**src/rtl/fetch_pkg.sv**
```systemverilog
// Shared constants and types for the instruction fetch stage.
//   DEFAULT_RESET_PC : PC loaded on reset unless overridden at instantiation
//   NOP_INST         : value presented on inst_data while no instruction is valid
//   INST_BYTES       : PC increment between sequential instructions
//   fetch_slot_t     : one queue slot at the default 32-bit widths {pc, inst, filled}
package fetch_pkg;

  localparam logic [31:0]  DEFAULT_RESET_PC = 32'h0000_0000;
  localparam logic [31:0]  NOP_INST         = 32'h0000_0000;
  localparam int unsigned  INST_BYTES       = 4;

  typedef struct packed {
    logic [31:0] pc;
    logic [31:0] inst;
    logic        filled;
  } fetch_slot_t;

endpackage

```
**src/rtl/fetch_if.sv**
```systemverilog
// Instruction memory read channel.
//   req_valid/req_ready/req_addr : word read request (fetch side drives valid/addr)
//   rsp_valid/rsp_data           : in-order read data, latency >= 1 cycle
// Modports: master = fetch unit, slave = instruction memory.
interface fetch_if #(
  parameter int unsigned ADDR_W = 32,
  parameter int unsigned DATA_W = 32
);

  logic              req_valid;
  logic              req_ready;
  logic [ADDR_W-1:0] req_addr;
  logic              rsp_valid;
  logic [DATA_W-1:0] rsp_data;

  modport master (
    output req_valid,
    output req_addr,
    input  req_ready,
    input  rsp_valid,
    input  rsp_data
  );

  modport slave (
    input  req_valid,
    input  req_addr,
    output req_ready,
    output rsp_valid,
    output rsp_data
  );

endinterface

```
**src/rtl/fetch_slot_queue.sv**
```systemverilog
// In-order slot queue for fetched instructions.
// A slot is allocated when a request is accepted (records its PC), filled when
// the matching response arrives (fill pointer trails the write pointer), and
// popped from the head once filled.
//   clk, rst     : clock, synchronous active-high reset
//   alloc        : allocate slot at wr with alloc_pc
//   fill         : write fill_inst into the oldest unfilled slot
//   pop          : retire head slot
//   flush        : discard everything (priority over alloc/fill/pop)
//   head_valid   : head slot filled and queue non-empty
//   head_pc/inst : head slot contents
//   unfilled_cnt : allocated slots still waiting for their response
//   full         : all DEPTH slots allocated
module fetch_slot_queue
  import fetch_pkg::*;
#(
  parameter  int unsigned ADDR_W = 32,
  parameter  int unsigned DATA_W = 32,
  parameter  int unsigned DEPTH  = 4,
  localparam int unsigned PTR_W  = $clog2(DEPTH),
  localparam int unsigned CNT_W  = PTR_W + 1
) (
  input  logic              clk,
  input  logic              rst,
  input  logic              alloc,
  input  logic [ADDR_W-1:0] alloc_pc,
  input  logic              fill,
  input  logic [DATA_W-1:0] fill_inst,
  input  logic              pop,
  input  logic              flush,
  output logic              head_valid,
  output logic [ADDR_W-1:0] head_pc,
  output logic [DATA_W-1:0] head_inst,
  output logic [CNT_W-1:0]  unfilled_cnt,
  output logic              full
);

  typedef struct packed {
    logic [ADDR_W-1:0] pc;
    logic [DATA_W-1:0] inst;
    logic              filled;
  } slot_t;

  slot_t             slots [DEPTH];
  logic [PTR_W-1:0]  wr_ptr;
  logic [PTR_W-1:0]  fill_ptr;
  logic [PTR_W-1:0]  rd_ptr;
  logic [CNT_W-1:0]  alloc_cnt;

  always_ff @(posedge clk) begin
    if (rst || flush) begin
      wr_ptr       <= '0;
      fill_ptr     <= '0;
      rd_ptr       <= '0;
      alloc_cnt    <= '0;
      unfilled_cnt <= '0;
      for (int unsigned i = 0; i < DEPTH; i++) begin
        slots[i] <= '0;
      end
    end else begin
      // alloc and fill never target the same slot: fill only points at an
      // allocated-unfilled slot, and wr reaches it only when the queue is full.
      if (alloc) begin
        slots[wr_ptr].pc     <= alloc_pc;
        slots[wr_ptr].inst   <= DATA_W'(NOP_INST);
        slots[wr_ptr].filled <= 1'b0;
        wr_ptr               <= wr_ptr + PTR_W'(1);
      end
      if (fill) begin
        slots[fill_ptr].inst   <= fill_inst;
        slots[fill_ptr].filled <= 1'b1;
        fill_ptr               <= fill_ptr + PTR_W'(1);
      end
      if (pop) begin
        rd_ptr <= rd_ptr + PTR_W'(1);
      end

      case ({alloc, pop})
        2'b10:   alloc_cnt <= alloc_cnt + CNT_W'(1);
        2'b01:   alloc_cnt <= alloc_cnt - CNT_W'(1);
        default: ;
      endcase

      case ({alloc, fill})
        2'b10:   unfilled_cnt <= unfilled_cnt + CNT_W'(1);
        2'b01:   unfilled_cnt <= unfilled_cnt - CNT_W'(1);
        default: ;
      endcase
    end
  end

  always_comb begin
    head_valid = slots[rd_ptr].filled && (alloc_cnt != '0);
    head_pc    = slots[rd_ptr].pc;
    head_inst  = slots[rd_ptr].inst;
    full       = (alloc_cnt == CNT_W'(DEPTH));
  end

endmodule

```
**src/rtl/fetch_unit.sv**
```systemverilog
// Instruction fetch stage: owns the PC, issues word reads to instruction
// memory, queues in-order responses and presents {inst, pc, pc+4} to decode.
// A redirect restarts fetch at redirect_pc and drops responses still owed
// for requests issued before it.
//   clk, rst                  : clock, synchronous active-high reset
//   imem (fetch_if.master)    : request/response channel to instruction memory
//   redirect_valid/pc         : taken branch/jump target (low two bits ignored)
//   inst_valid/ready          : decode handshake
//   inst_data/pc/pc_plus4     : head instruction, its PC and PC+4 (zero when idle)
module fetch_unit
  import fetch_pkg::*;
#(
  parameter  int unsigned       ADDR_W   = 32,
  parameter  int unsigned       DATA_W   = 32,
  parameter  int unsigned       DEPTH    = 4,
  parameter  logic [ADDR_W-1:0] RESET_PC = ADDR_W'(DEFAULT_RESET_PC),
  localparam int unsigned       CNT_W    = $clog2(DEPTH) + 1
) (
  input  logic              clk,
  input  logic              rst,
  fetch_if.master           imem,
  input  logic              redirect_valid,
  input  logic [ADDR_W-1:0] redirect_pc,
  output logic              inst_valid,
  input  logic              inst_ready,
  output logic [DATA_W-1:0] inst_data,
  output logic [ADDR_W-1:0] inst_pc,
  output logic [ADDR_W-1:0] inst_pc_plus4
);

  logic              rst_q;
  logic [ADDR_W-1:0] fetch_pc;
  logic [CNT_W-1:0]  drop_cnt;
  logic [CNT_W-1:0]  drop_next;
  logic [CNT_W-1:0]  unfilled_cnt;
  logic              q_full;
  logic              req_accept;
  logic              rsp_fill;
  logic              head_valid;
  logic [ADDR_W-1:0] head_pc;
  logic [DATA_W-1:0] head_inst;

  always_comb begin
    imem.req_valid = !rst_q && !redirect_valid && !q_full;
    imem.req_addr  = fetch_pc;
    req_accept     = imem.req_valid && imem.req_ready;
    rsp_fill       = imem.rsp_valid && (drop_cnt == '0);
    // Everything still owed by memory becomes stale on redirect: responses
    // already marked for dropping plus unfilled slots, less any response
    // arriving this very cycle. Adding drop_cnt keeps back-to-back redirects
    // from losing earlier stale responses.
    drop_next      = drop_cnt + unfilled_cnt - CNT_W'(imem.rsp_valid);
  end

  always_ff @(posedge clk) begin
    rst_q <= rst;
  end

  always_ff @(posedge clk) begin
    if (rst) begin
      fetch_pc <= RESET_PC;
      drop_cnt <= '0;
    end else if (redirect_valid) begin
      fetch_pc <= {redirect_pc[ADDR_W-1:2], 2'b00};
      drop_cnt <= drop_next;
    end else begin
      if (req_accept) begin
        fetch_pc <= fetch_pc + ADDR_W'(INST_BYTES);
      end
      if (imem.rsp_valid && (drop_cnt != '0)) begin
        drop_cnt <= drop_cnt - CNT_W'(1);
      end
    end
  end

  fetch_slot_queue #(
    .ADDR_W (ADDR_W),
    .DATA_W (DATA_W),
    .DEPTH  (DEPTH)
  ) u_queue (
    .clk          (clk),
    .rst          (rst),
    .alloc        (req_accept),
    .alloc_pc     (fetch_pc),
    .fill         (rsp_fill),
    .fill_inst    (imem.rsp_data),
    .pop          (inst_valid && inst_ready),
    .flush        (redirect_valid),
    .head_valid   (head_valid),
    .head_pc      (head_pc),
    .head_inst    (head_inst),
    .unfilled_cnt (unfilled_cnt),
    .full         (q_full)
  );

  always_comb begin
    inst_valid    = head_valid;
    inst_data     = head_valid ? head_inst : DATA_W'(NOP_INST);
    inst_pc       = head_valid ? head_pc : '0;
    inst_pc_plus4 = head_valid ? head_pc + ADDR_W'(INST_BYTES) : '0;
  end

endmodule
```
**src/flat_wrapper.sv**
```systemverilog
// flat-port wrapper written by rule: the top's interface ports become plain ports
module fetch_unit_flat import fetch_pkg::*;
#(
  parameter  int unsigned       ADDR_W   = 32,
  parameter  int unsigned       DATA_W   = 32,
  parameter  int unsigned       DEPTH    = 4,
  parameter  logic [ADDR_W-1:0] RESET_PC = ADDR_W'(DEFAULT_RESET_PC),
  localparam int unsigned       CNT_W    = $clog2(DEPTH) + 1
)
  (clk, rst, redirect_valid, redirect_pc, inst_valid, inst_ready, inst_data, inst_pc, inst_pc_plus4, imem_req_valid, imem_req_addr, imem_req_ready, imem_rsp_valid, imem_rsp_data);
  fetch_if #(.ADDR_W(ADDR_W), .DATA_W(DATA_W)) imem_i ();
  input  logic clk;
  input  logic rst;
  input  logic redirect_valid;
  input  logic [ADDR_W-1:0] redirect_pc;
  output logic inst_valid;
  input  logic inst_ready;
  output logic [DATA_W-1:0] inst_data;
  output logic [ADDR_W-1:0] inst_pc;
  output logic [ADDR_W-1:0] inst_pc_plus4;
  output wire logic [$bits(imem_i.req_valid)-1:0] imem_req_valid;
  output wire logic [$bits(imem_i.req_addr)-1:0] imem_req_addr;
  input wire logic [$bits(imem_i.req_ready)-1:0] imem_req_ready;
  input wire logic [$bits(imem_i.rsp_valid)-1:0] imem_rsp_valid;
  input wire logic [$bits(imem_i.rsp_data)-1:0] imem_rsp_data;
  assign imem_req_valid = imem_i.req_valid;
  assign imem_req_addr = imem_i.req_addr;
  assign imem_i.req_ready = imem_req_ready;
  assign imem_i.rsp_valid = imem_rsp_valid;
  assign imem_i.rsp_data = imem_rsp_data;
  fetch_unit #(.ADDR_W(ADDR_W), .DATA_W(DATA_W), .DEPTH(DEPTH), .RESET_PC(RESET_PC)) u_core (.clk(clk), .rst(rst), .imem(imem_i), .redirect_valid(redirect_valid), .redirect_pc(redirect_pc), .inst_valid(inst_valid), .inst_ready(inst_ready), .inst_data(inst_data), .inst_pc(inst_pc), .inst_pc_plus4(inst_pc_plus4));
endmodule
```
**config.mk**
```make
export PLATFORM = sky130hd
export DESIGN_NAME = fetch_unit_flat
export DESIGN_NICKNAME = d
export VERILOG_FILES = /design/src/rtl/fetch_pkg.sv /design/src/rtl/fetch_if.sv /design/src/rtl/fetch_slot_queue.sv /design/src/rtl/fetch_unit.sv /design/src/flat_wrapper.sv
export SDC_FILE = /design/constraint.sdc
export NUM_CORES = 1
export LEC_CHECK = 0
export CORE_MARGIN = 5
export CORE_UTILIZATION = 40
export CTS_BUF_LIST = sky130_fd_sc_hd__clkbuf_16
export CTS_CLUSTER_SIZE = 8
export DETAILED_ROUTE_END_ITERATION = 10
export PLACE_DENSITY = 0.61
export SLEW_MARGIN = 20
export SYNTH_ARGS = -nofsm -noshare
export SYNTH_HDL_FRONTEND = slang
export SYNTH_SLANG_ARGS = --single-unit
```
**constraint.sdc**
```tcl
create_clock -name clk -period 4.9 [get_ports clk]
set_input_delay 0.735 -clock clk [delete_from_list [all_inputs] [get_ports clk]]
set_output_delay 0.735 -clock clk [all_outputs]
set_load 0.01 [all_outputs]
```
---- Word-level counts from Yosys, hierarchy flattened ----
Memory sizes are Yosys's and may differ from the RTL's. A register that Yosys moved wholly into a read port is not among the register bits.
Cells that the tools add are included.
storage, ports and cells
  logic and storage cells ................. 73
  memory bits (writable) .................. 260
  memories ................................ 1
  input port bits ......................... 70
  register bits after elaboration ......... 48
operators by class
  add/sub/neg operators ................... 12
  equality and inequality tests ........... 5
  reductions and logical operators ........ 21
  multiplexer cells ....................... 25
memory list
  memory                words  width  read ports  clocked after Yosys merged registers in  write ports  RTL line                RTL
  u_core.u_queue.slots  4      65     1           1                                        4            fetch_slot_queue.sv:44  slot_t slots [DEPTH];
operator list
  kind                   count
  $mux 32                5
  $mux 65                2
  $reduce_or 65->1       2
  $add 32x3->32 const B  2
  $pmux 3 s2             2
  $mux 2                 5
  $mux 1                 9
  $sub 3x1->3 const B    3
  $reduce_bool 2->1      4
  $logic_and 1x1->1      7
  $add 2x1->2 const B    3
  $add 3x1->3 const B    2
  $mux 3                 2
  $reduce_bool 3->1      2
  $eq 2x1->1 const B     2
  $eq 2x2->1 const B     2
  $add 3x3->3            1
  $eq 3x3->1 const B     1
  $logic_not 1->1        3
  $logic_not 3->1        1
  $sub 3x1->3            1
  $reduce_or 2->1        1
  $logic_or 1x1->1       1

---- Depth between registers and ports, before layout ----
  word-level depth ........................ 9
  gate-level depth with buffers ........... 14
  gate-level depth less buffers ........... 10

---- Hierarchy ----
A second synthesis with hierarchy kept.
second synthesis, totals
  cells, all modules ...................... 1157
  area total of the unflattened synthesis .. 15088.2 sq um
modules (own cells, without submodules)
  module            cells each  area an instance (sq um)  seq. area each (sq um)  times used
  fetch_slot_queue  720         11893.9                   8047.7                  1
  fetch_unit        437         3194.3                    680.7                   1

---- Worst setup path after synthesis ----
OpenSTA, ideal clock, no wires.
  path type ............................... input port to flip-flop
  start point ............................. in imem_req_ready
  end point ............................... mem u_core.u_queue.slots[2][10] (netlist name), enable pin
  stages .................................. 6
  arrival time ............................ 4.666 ns
  buffers on the path ..................... 1
  path slack .............................. -0.141 ns
  required time ........................... 4.525 ns
  cells stage by stage .................... inv_1 nor4_2 inv_1 clkbuf_1 o21ai_0 or2_2
RTL lines
  item                RTL line                RTL
  start: declaration  flat_wrapper.sv:23      input wire logic [$bits(imem_i.req_ready)-1:0] imem_req_ready;
  end: declaration    fetch_slot_queue.sv:44

==> summary.md <==
| Metric | Value |
|---|---|
| Worst slew pin tran | `1.01 ns` |
| Die X | `202 microns` |
| Global route total overflow | `0` |
| Hold_ws | `0.453 ns` |
| Final worst setup slack | `0.257 ns` |
| Post-Route WL | `39300 microns` |
| Post-synthesis simple-gate area fraction | `20.2%` |
| Crit path max fanout | `19` |
| Multi-input gate area | `5770 sq um` |
| Yosys warnings | `0` |
| Mean Syn Cell Area | `12.4 sq um` |
| Largest net degree at the start of global routing | `about 130` |
| Layout Utilization | `50.2%` |
| Post-synthesis sequential area ratio | `about 57%` |
| Via density | `5.55` |
| CP cell instances | `mux4_2 -> ha_1 -> and4_1 -> nand3_1 -> or4_1 -> a21oi_1 -> clkdlybuf4s50_1` |
| Worst slack, placed | `slightly above 0.8 ns` |
| Hold path start | `u_core.u_queue.slots[0][0]` |
| Post-cts sizing count | `0` |
| Hold Vio Cnt, Final | `0` |
| Die area | `40900 sq um` |
| Yosys top cell by area | `edfxtp_1` |
| Xor and xnor area share after synthesis | `1.13%` |
| Vias | `10300` |
| Main combinational cell family by area after synthesis | `simple AND/OR/NAND/NOR gates` |
| Final setup fails | `0` |
| TritonCTS Buffers | `43` |
| Unrepaired setup endpoints after global routing | `false` |
| Clk_skew | `0.0248 ns` |
| DRC | `0` |
| Row cnt | `70` |
| Status | `finished, final reports clean` |
| Initial antenna violation count | `1` |
| Nets | `1448` |
| Pwr/cell area | `about 330 nW/um^2` |
| CP Class | `flip-flop to primary output` |
| Synth-to-Final Area Change | `24.1%` |
| Hold Path Class | `flip-flop to flip-flop` |
| Final Max Slew Viols | `0` |
| Mapped cell area | `between 10000 and 15000 sq um` |
| Worst path slowest cell | `dfxtp_2` |
| Peak Freq | `215 MHz` |
| Hold buffers post-CTS | `0` |
| CTS tree | `done` |
| Initial Utilization | `40.5%` |
| CTS Sinks | `300` |
| Largest incremental delay on the critical path | `0.67 ns` |
| H-tree levels | `2` |
| Vias in the first global route | `a little over 10000` |
| Top cells by area, synth | `edfxtp_1, mux4_2, dfxtp_1` |
| CP Capture Type | `primary output` |
| Top-area cell type share of the netlist area | `about half` |
| GR Util All Layers | `18.7%` |
| Clock tree buffer depth | `3` |
| Synth Area in Adders | `1.51%` |
| Fillers | `3129` |
| Latest clock arrival within the worst-skew pair | `approximately 0.54 ns` |
| Global-route wire length before repair | `60600 microns` |
| DR iter-0 viols | `about 700` |
| Max-cap violations | `0` |
| Core area | `36500 sq um` |
| DRT Pass-1 Iters | `6` |
| Peak supply drop | `about 0.00023 V` |
| Layout cells sized above 1 | `11.5%` |
| Post-synthesis mux area share | `10.7%` |
| Required @ worst endpoint | `4.16 ns` |
| Syn Inst Count | `1190` |
| Setup TNS | `0 ns` |
| Startpoint types | `flip-flop` |
| Number of synthesized register bits | `300` |
| Yosys cell types | `61` |
| GP Congestion | `0.767` |
| Sequential cell area | `roughly 8500 sq um` |
| Pleak | `0.00716 uW` |
| Final cell count without fillers | `roughly 1900` |
| CTS root buf | `clkbuf_16` |
| Setup repair bufs after CTS | `0` |
| Slew headroom | `between 30% and 40%` |
| Die height | `202 microns` |
| Post-DP HPWL | `24800 microns` |
| Post-synth EDFFs | `between 200 and 250` |
| Ant. Diodes | `0` |
| Placed instance count | `1785` |
| Clk slew on worst S/H paths | `around 0.050 ns` |
| Period Utilization, post-route | `94.7%` |
| FFs w/ async S/R, synth | `0%` |
| Main synth FF type | `edfxtp_1` |
| Arrival @ worst endpoint | `3.91 ns` |
| Tmin final | `around 4.6 ns` |
| Synth Area in Compound Gates | `5.10%` |
| Per-cell routed wire length | `around 21 microns` |
| ANT nets after route | `0` |
| Number of buffers added on ports | `about 190` |
| Io pins | `200` |
==> routing by layer <==
| metal | share of wire (%) | up-vias | GRT usage [%] |
|---|---|---|---|
| met5 | 0 | - | 0 |
| met1 | 46 | 5128 | 27.5 |
| li1 | - | 4794 | - |
| met2 | 46 | 327 | 29.3 |
| met3 | 6.4 | 48 | 3.29 |
| met4 | 1.6 | 0 | 4.19 |
==> worst max-delay path: cells and delay by family (launching register included) <==
family / cells / cell delay [ns]
AO/OA/AOI/OAI: 1 / 0.21
adder cells (fa/ha/maj): 1 / 0.22
buffers and inverters: 1 / 0.57
flip-flops: 1 / 0.67
multiplexers: 1 / 0.38
AND/OR/NAND/NOR: 3 / 1.33
==> stage by stage <==
| stage | power [uW] | cell area [sq um] |
|---|---|---|
| after floorplan | 3300 | 14800 |
| after global placement | 3520 | 17100 |
| after detailed placement | 3540 | 17100 |
| after CTS | 6190 | 18300 |
| after global routing | 6360 | 18300 |
| final | 6140 | 18300 |
==> logic make-up after synthesis <==
kind of cell / Yosys count
AO/OA/AOI/OAI: 122
XOR/XNOR: 19
adder cells (fa/ha/maj): 16
buffers and inverters: 135
flip-flops: 300
multiplexers: 75
other: 1
AND/OR/NAND/NOR: 522
==> cells in the final DEF, fill, tap and decap left out, types with 3 or more instances in the layout <==
cell type and count:
a21o_1 3, a21oi_1 32, a221oi_1 3, a31oi_1 21
a32oi_1 5, a41oi_1 4, and2_1 155, and3_1 135
and4_1 7, buf_4 33, clkbuf_16 44, clkdlybuf4s50_1 191
conb_1 6, dfxtp_1 50, edfxtp_1 248, fa_1 3
ha_1 13, inv_1 55, mux2_2 9, mux4_1 10
mux4_2 53, nand2_1 42, nand2b_1 6, nand3_1 21
nand4_1 11, nor2_1 65, nor3_1 35, nor4_1 8
o211ai_1 6, o21ai_0 31, o31ai_1 3, or2_2 5
or3_1 13, or4_1 7, or4b_2 3, xnor2_1 11
xor2_1 8
==> synthesized netlist by cell type (all sizes together) (9+ instances only) <==
library cell  number
mux4              63
nand3             22
edfxtp           248
nand4             12
nor4               9
a31oi             21
xnor2             11
and3             135
a21oi             32
clkbuf            77
and2             155
or3               13
inv               33
nor2              66
buf               25
nand2             42
ha                13
mux2              10
o21ai             32
nor3              35
dfxtp             52
==> cell type report <==
class,count,area share (%)
clock buffers,44,6.00
inverters,33,0.675
well taps,468,3.19
clock inverters,26,0.634
repair buffers,224,11.8
flip-flops and latches,300,46.3
multi-input cells,760,31.4
==> registers in the layout, summed over array words and instances (netlist names), named ones only <==
register                     cells
u_core.u_queue.fill_ptr          2
u_core.u_queue.wr_ptr            2
u_core.u_queue.slots           252
u_core.rst_q                     1
u_core.u_queue.unfilled_cnt      3
u_core.imem.req_addr            30
u_core.drop_cnt                  3
u_core.u_queue.rd_ptr            2
u_core.u_queue.alloc_cnt         3
==> power breakdown <==
part           internal (uW)  switching, uW
combinational            222            298
sequential              2900           67.5
clock                   1600           1050
total                   4720           1420
==> worst paths after layout <==
kind	end	slack (ns)	depth (start not counted)
worst max-delay path	inst_pc_plus4[30]	0.26	7
worst min register to register	u_core.u_queue.slots[0][0]	0.45	1
worst min-delay path	u_core.u_queue.slots[0][0]	0.45	1
worst max register to register	u_core.u_queue.alloc_cnt[2]	1.42	12
No activity file was read; power rests on OpenSTA's default activity.
